### config.mk
export PLATFORM = sky130hd
export DESIGN_NAME = dmem_mmio
export DESIGN_NICKNAME = d
export VERILOG_FILES = /design/src/rtl/dmem_mmio.sv
export SDC_FILE = /design/constraint.sdc
export NUM_CORES = 2
export LEC_CHECK = 0
export CAP_MARGIN = 20
export CORE_ASPECT_RATIO = 1.1
export CORE_MARGIN = 1.5
export CORE_UTILIZATION = 61
export CTS_CLUSTER_SIZE = 28
export DETAILED_ROUTE_END_ITERATION = 8
export PLACE_DENSITY = 0.85
export SYNTH_ARGS = -nofsm -noshare
export SYNTH_HDL_FRONTEND = slang
export SYNTH_SLANG_ARGS = --single-unit
### constraint.sdc
create_clock -name clk -period 3.22 [get_ports clk]
set_input_delay 0.644 -clock clk [delete_from_list [all_inputs] [get_ports clk]]
set_output_delay 0.644 -clock clk [all_outputs]
set_load 0.02 [all_outputs]
### src/rtl/dmem_mmio.sv
// Data-memory responder for a single-cycle core: word RAM with combinational read,
// plus an MMIO page holding a cycle counter, a GPIO register and a byte TX FIFO.
module dmem_mmio #(
    parameter int DEPTH_WORDS = 64,
    parameter int FIFO_DEPTH  = 8
) (
    input  logic        clk,
    input  logic        reset,
    input  logic        memwrite,
    input  logic [31:0] addr,
    input  logic [31:0] writedata,
    output logic [31:0] readdata,
    output logic [31:0] gpio_out,
    output logic [7:0]  tx_data,
    output logic        tx_valid,
    input  logic        tx_ready
);
    localparam int         IDXW      = $clog2(DEPTH_WORDS);
    localparam int         PW        = $clog2(FIFO_DEPTH);
    localparam logic [3:0] FIFO_FULL = 4'(FIFO_DEPTH);
    localparam logic [PW-1:0] PTR_ONE = PW'(1);

    logic [31:0]     ram_q [DEPTH_WORDS];
    logic [7:0]      fifo_q [FIFO_DEPTH];

    logic [31:0]     cycle_q, cycle_d;
    logic [31:0]     gpio_q, gpio_d;
    logic [PW-1:0]   wr_ptr_q, wr_ptr_d;
    logic [PW-1:0]   rd_ptr_q, rd_ptr_d;
    logic [3:0]      count_q, count_d;
    logic            ovf_q, ovf_d;

    logic            mmio_sel_s;
    logic [13:0]     word_off_s;
    logic [IDXW-1:0] ram_idx_s;
    logic            ram_wr_s;
    logic            gpio_wr_s;
    logic            txd_wr_s;
    logic            ovf_clr_s;
    logic            full_s;
    logic            empty_s;
    logic            pop_s;
    logic            push_s;
    logic            ovf_set_s;
    logic [31:0]     status_s;
    logic            unused_addr_s;

    // Address decode; the two byte-lane bits carry no meaning for word accesses.
    assign mmio_sel_s    = (addr[31:16] == 16'hFFFF);
    assign word_off_s    = addr[15:2];
    assign ram_idx_s     = addr[IDXW+1:2];
    assign unused_addr_s = ^addr[1:0];

    assign ram_wr_s  = memwrite && !mmio_sel_s;
    assign gpio_wr_s = memwrite && mmio_sel_s && (word_off_s == 14'd1);
    assign txd_wr_s  = memwrite && mmio_sel_s && (word_off_s == 14'd2);
    assign ovf_clr_s = memwrite && mmio_sel_s && (word_off_s == 14'd3) && writedata[8];

    assign empty_s   = (count_q == 4'd0);
    assign full_s    = (count_q == FIFO_FULL);
    assign pop_s     = !empty_s && tx_ready;
    // A full FIFO still accepts a byte when the head leaves in the same cycle.
    assign push_s    = txd_wr_s && (!full_s || pop_s);
    assign ovf_set_s = txd_wr_s && full_s && !pop_s;

    assign status_s  = {23'd0, ovf_q, count_q, 2'b00, full_s, empty_s};

    assign gpio_out  = gpio_q;
    assign tx_valid  = !empty_s;
    assign tx_data   = fifo_q[rd_ptr_q];

    // Combinational load path: RAM word or MMIO register.
    always_comb begin
        readdata = 32'd0;
        if (mmio_sel_s) begin
            case (word_off_s)
                14'd0:   readdata = cycle_q;
                14'd1:   readdata = gpio_q;
                14'd3:   readdata = status_s;
                default: readdata = 32'd0;
            endcase
        end else begin
            readdata = ram_q[ram_idx_s];
        end
    end

    // Next-state for counter, GPIO, FIFO pointers/occupancy and overflow flag.
    always_comb begin
        cycle_d  = cycle_q + 32'd1;
        gpio_d   = gpio_q;
        wr_ptr_d = wr_ptr_q;
        rd_ptr_d = rd_ptr_q;
        count_d  = count_q;
        ovf_d    = ovf_q;

        if (gpio_wr_s) begin
            gpio_d = writedata;
        end else begin
            gpio_d = gpio_q;
        end

        if (push_s) begin
            wr_ptr_d = wr_ptr_q + PTR_ONE;
        end else begin
            wr_ptr_d = wr_ptr_q;
        end

        if (pop_s) begin
            rd_ptr_d = rd_ptr_q + PTR_ONE;
        end else begin
            rd_ptr_d = rd_ptr_q;
        end

        case ({push_s, pop_s})
            2'b10:   count_d = count_q + 4'd1;
            2'b01:   count_d = count_q - 4'd1;
            default: count_d = count_q;
        endcase

        // Setting beats clearing when both land in one cycle.
        if (ovf_set_s) begin
            ovf_d = 1'b1;
        end else if (ovf_clr_s) begin
            ovf_d = 1'b0;
        end else begin
            ovf_d = ovf_q;
        end
    end

    // Control state register with asynchronous active-low reset.
    always_ff @(posedge clk or negedge reset) begin
        if (!reset) begin
            cycle_q  <= 32'd0;
            gpio_q   <= 32'd0;
            wr_ptr_q <= '0;
            rd_ptr_q <= '0;
            count_q  <= 4'd0;
            ovf_q    <= 1'b0;
        end else begin
            cycle_q  <= cycle_d;
            gpio_q   <= gpio_d;
            wr_ptr_q <= wr_ptr_d;
            rd_ptr_q <= rd_ptr_d;
            count_q  <= count_d;
            ovf_q    <= ovf_d;
        end
    end

    // RAM array: contents survive reset and are undefined until written.
    always_ff @(posedge clk) begin
        if (ram_wr_s) begin
            ram_q[ram_idx_s] <= writedata;
        end
    end

    // FIFO payload storage; occupancy alone decides what is valid.
    always_ff @(posedge clk) begin
        if (push_s) begin
            fifo_q[wr_ptr_q] <= writedata[7:0];
        end
    end
endmodule

==> impl_metrics.yaml, run 1 <==
die:
  initial_utilization: 0.613
  io-pin-count: 141
  die_x_um: 358
  fp.dieH_um: 393
  num_rows: 143
placement:
  port_buffers: 138
  dp_slack_ns: -1.56
  place_congestion: 0.974
  dp.cells: 6246
  placed_area_sq_um: 94100
  dp_hpwl_um: 150000
global_routing:
  antenna_found_initial: 51
  grt_max_degree: 76
  grt_overflow: 352
  grt_use_total: 0.713
clock_network:
  clk_path_buf_depth: 3
  cts_buffers: 194
  cts.htree.levels: 4
  clock-sinks: 2187
  clockRootBuffer: "clkbuf_16"
yosys:
  netlist_area_sq_um: 84400
  netlist_instances: 3898
  async_reset_ff_frac: 0.0343
  ys_seq_elements: 2187
  ys_seq_area_frac: 0.773
  synth_edf_count: 2112
  syn-num-nets: 3972
  ys.flop_type: "edfxtp_1"
  syn_avg_cell_area_sq_um: 21.7
  synthDistinctLibCells: 61
  ys_warn_count: 0
outcome:
  haltStage: "5_1_grt"
  status: "aborted with a tool error"
  tool.error: "[ERROR GRT-0232] Routing congestion too high. Check the congestion heatmap in the GUI."
timing:
  worstEpCategory: "output port"
  crit_endpoint: "readdata[5]"
==> layer usage <==
layer  track usage  GRT overflow
met1         0.690            25
met2         0.849           156
met3         0.637            20
met4         0.665           149
met5         0.385             2
==> Yosys cell counts (6+ instances only) <==
cell type  number  area share
buf_4          44      0.0039
mux4_2        477        0.13
nor3_1         47      0.0028
nand2_1        76      0.0034
edfxtp_1     2112        0.75
a311oi_1       12      0.0012
o22ai_1        96      0.0071
or2_2           7     0.00052
o21ai_0        44      0.0026
mux2_1         30      0.0040
nor2_1        120      0.0053
nand4_1        23      0.0017
nor2b_1        10     0.00074
clkbuf_1       57      0.0025
buf_2          89      0.0053
mux2i_1       219       0.026
nand3_1        23      0.0014
buf_6          11      0.0015
buf_1          12     0.00053
xnor2_1        24      0.0025
xor2_1         13      0.0013
inv_1           6     0.00027
nand2b_1       18      0.0013
a211oi_1       14      0.0012
and3_1         10     0.00074
mux2_2         14      0.0019
a211o_1        13      0.0013
a22oi_1        96      0.0085
a21oi_1        35      0.0021
dfrtp_1        75       0.022
==> stage by stage <==
step | utilization | hold WS (ns)
CTS | 0.756 | 0.176
detailed placement | 0.683 | 0.467
global placement | 0.682 | 0.464
floorplan | - | 0.348
==> what timing repair did <==
action | 4_1_cts
hold buffers | 1
cloned | 34
pin swaps | 97
endpoints found under the hold margin | 75
resized for setup | 760
setup endpoints to repair | 41
buffers inserted | 108
==> cell families after synthesis <==
kind of cell / Yosys count / share of synthesized area
flops: 2187 / 0.773
fa+ha+maj: 6 / 0.000978
simple gates: 372 / 0.0220
buf+inv: 221 / 0.0141
mux: 740 / 0.159
xor+xnor: 37 / 0.00384
compound gates: 335 / 0.0267
==> inputs of run 2 (changes only) <==
==> config.mk (replaced) <==
export PLATFORM = sky130hd
export DESIGN_NAME = dmem_mmio
export DESIGN_NICKNAME = d
export VERILOG_FILES = /design/src/rtl/dmem_mmio.sv
export SDC_FILE = /design/constraint.sdc
export NUM_CORES = 2
export LEC_CHECK = 0
export CAP_MARGIN = 20
export CORE_MARGIN = 1.5
export CORE_UTILIZATION = 40
export DETAILED_ROUTE_END_ITERATION = 8
export PLACE_DENSITY_LB_ADDON = 0.15
export SYNTH_ARGS = -nofsm -noshare
export SYNTH_HDL_FRONTEND = slang
export SYNTH_SLANG_ARGS = --single-unit
==> run 2 against run 1 <==
Compared with the run above:
- the flow now finishes, with violations (setup timing)
- area after synthesis unchanged
- synthesized cell count unchanged
==> impl_metrics.yaml, run 2 <==
yosys:
  syn_avg_cell_area_sq_um: 21.7
  synth_edf_count: 2112
  syn-num-nets: 3972
  synth_area_leaders: "edfxtp_1 (75%), mux4_2 (13%), mux2i_1 (2.6%)"
  synth.largest_area_cell: "edfxtp_1"
  synth_commonest_cells: "edfxtp_1 (2,112), mux4_2 (477), mux2i_1 (219)"
  ys_seq_area_frac: 0.773
  async_reset_ff_frac: 0.0343
  synth_top_area_share: 0.751
  synthDistinctLibCells: 61
  netlist_instances: 3898
  netlist_area_sq_um: 84400
  ys_warn_count: 0
  ys_seq_elements: 2187
  yosysMostFrequentCell: "edfxtp_1"
  ys.flop_type: "edfxtp_1"
clock_network:
  clockRootBuffer: "clkbuf_16"
  cts.htree.levels: 4
  cts_tree: "built"
  clock-sinks: 2187
  clkTransAtPathRegs_ns: 0.06
  cts_buffers: 226
  worstSkewPairLatency_ns: 0.87
  clk_path_buf_depth: 3
die:
  num_rows: 168
  die_x_um: 462
  die_area_sq_um: 214000
  coreArea_sq_um: 210000
  initial_utilization: 0.403
  fp.dieH_um: 462
  io-pin-count: 141
cells_and_area:
  largestRegisters: "ram_q (2048), fifo_q (64)"
  max_flop_register: "ram_q"
  area_growth_pct: 28.2
  largest_register_ffs: 2048
  final_common_cell: "edfxtp_1"
  multi_input_area_sq_um: 20800
  layout.nets: 4942
  postLayoutCellArea_sq_um: 108000
  final.fill_count: 16800
  stdcell_count: 7863
  layout.area.seq_sq_um: 65300
  fin_util: 0.516
  layout_common_cells: "edfxtp_1 (2,112), mux4_2 (477), buf_4 (443)"
  drive_gt1_frac: 0.410
global_routing:
  antenna_found_initial: 10
  grt_pass1_vias: 45100
  grt_max_degree: 74
  grt_use_total: 0.235
  grt_pass1_wl_um: 354000
  grt_overflow: 0
timing:
  clock.fmax_mhz: 269
  finalClockSkew_ns: 0.0154
  worst_slew_margin_rel: 0.242
  tns_ns: -8.28
  finalSetupViolations: 32
  tightest_slew_ns: 1.14
  hold_viol: 0
  finalWorstSetupSlack_ns: -0.503
  slew_viol_final: 0
  min_period_ns: 3.72
  rsz0062_at_grt: "yes"
  period_share: 1.16
setup_path:
  end_kind: "output port"
  r2r_cells: 10
  cp.arrival_ns: 3.08
  critPathMaxFanout: 1
  start_kind: "flop"
  crit_end: "readdata[0]"
  r2r_slack_ns: 0.57
  r2r-start: "count_q[0]$_DFFE_PN0P_"
  cp-startpoint: "ram_q[58][0]$_DFFE_PP_"
  worstReg2RegEnd: "count_q[3]$_DFFE_PN0P_"
  crit_type: "flop to output port"
  required_ns: 2.58
job:
  maxCapViolCount: 0
placement:
  place_congestion: 0.841
  dp_hpwl_um: 163000
  port_buffers: 138
  placed_area_sq_um: 96000
  dp.cells: 7285
min_path:
  holdCritPathClass: "primary input to flop"
detailed_routing:
  drt-initial-drc-count: 4483
  drc: 0
  postRouteAntennaNets: 0
  vias_per_cell: 5.64
  avgRoutedWirePerCell_um: 32.3
  drt-pass1-iter-count: 6
  vias: 44300
  drt_wl_total_um: 254000
power:
  clkPwrFrac: 0.405
  ir_drop_uv: 628
  pwr-share-seq: 0.507
  swShare: 0.228
  pwr-share-comb: 0.089
  p_per_area_nw_per_um2: 575
  power_switching_uw: 14200
  p_int_uw: 48100
  p_leak_uw: 0.0361
outcome:
  violations: "setup timing"
  status: "complete, but fails checks"
run 2: cell counts after synthesis:
Identical to the previous run, type by type.
run 2: layout make-up:
| cell class | count | area share |
|---|---|---|
| tap | 2805 | 0.0324 |
| sequential | 2187 | 0.603 |
| clock inverter | 116 | 0.0104 |
| clock buffer | 298 | 0.0550 |
| timing repair buffer | 951 | 0.106 |
| antenna | 4 | 0.0000925 |
| multi-input combinational | 1494 | 0.192 |
| inverter | 8 | 0.000278 |
run 2: through the flow:
| step | setup WS (ns) | total power, uW | hold slack [ns] |
|---|---|---|---|
| final | -0.503 | 62300 | 0.159 |
| after global routing | -0.559 | 64000 | 0.110 |
| after CTS | -0.559 | 62600 | 0.0845 |
| after detailed placement | -1.67 | 36900 | 0.477 |
| after global placement | -1.74 | 36900 | 0.461 |
| after floorplan | -0.418 | 34300 | 0.348 |
run 2: worst max-delay path, cell delays in order (launching register included):
cell      delay (ns)
edfxtp_1        0.38
mux4_2          0.47
mux2i_1         0.19
nor2_1          0.08
a31oi_2         0.23
nor2_2          0.12
or4_4           0.58
buf_6           0.16
run 2: power by group through the flow:
stage | clock network (uW) | logic (uW) | registers (uW)
finish | 25200 | 5530 | 31500
global route | 26700 | 5780 | 31500
CTS | 25700 | 5420 | 31500
detailed placement | 0 | 4810 | 32100
global placement | 0 | 4790 | 32100
floorplan | 0 | 2190 | 32100
run 2: worst min path at each step:
stage,from,end,cells after the start
3_5_place_dp,wr_ptr_q[2]$_DFFE_PN0P_,wr_ptr_q[2]$_DFFE_PN0P_,1
6_report,writedata[20],ram_q[50][20]$_DFFE_PP_,1
5_1_grt,writedata[20],ram_q[50][20]$_DFFE_PP_,1
3_3_place_gp,cycle_q[31]$_DFF_PN0_,cycle_q[31]$_DFF_PN0_,1
4_1_cts,writedata[20],ram_q[50][20]$_DFFE_PP_,1
2_1_floorplan,reset,count_q[0]$_DFFE_PN0P_,0
run 2: per-layer routing:
| metal | vias to the layer above | part of all wire | GRT usage |
|---|---|---|---|
| met4 | 4 | 0.031 | 0.0688 |
| met2 | 1365 | 0.50 | 0.396 |
| met3 | 329 | 0.052 | 0.0293 |
| met1 | 24200 | 0.41 | 0.320 |
| li1 | 18400 | - | - |
| met5 | - | 0.000083 | 0 |
run 2: cells by family after synthesis:
| family | count (synthesis) | share of synthesized area |
|---|---|---|
| AND/OR/NAND/NOR | 372 | 0.0220 |
| XOR/XNOR | 37 | 0.00384 |
| flip-flops | 2187 | 0.773 |
| multiplexers | 740 | 0.159 |
| buffers and inverters | 221 | 0.0141 |
| adder cells (fa/ha/maj) | 6 | 0.000978 |
| AO/OA/AOI/OAI | 335 | 0.0267 |
run 2: what timing repair did:
action,CTS,global route
setup endpoints to repair,41,33
buffers inserted,94,76
cloned,18,7
pin swaps,110,120
hold endpoints to repair,47,0
resized for setup,612,222
hold buffers,1,0
Note: power is estimated with default switching activity, not from simulation.
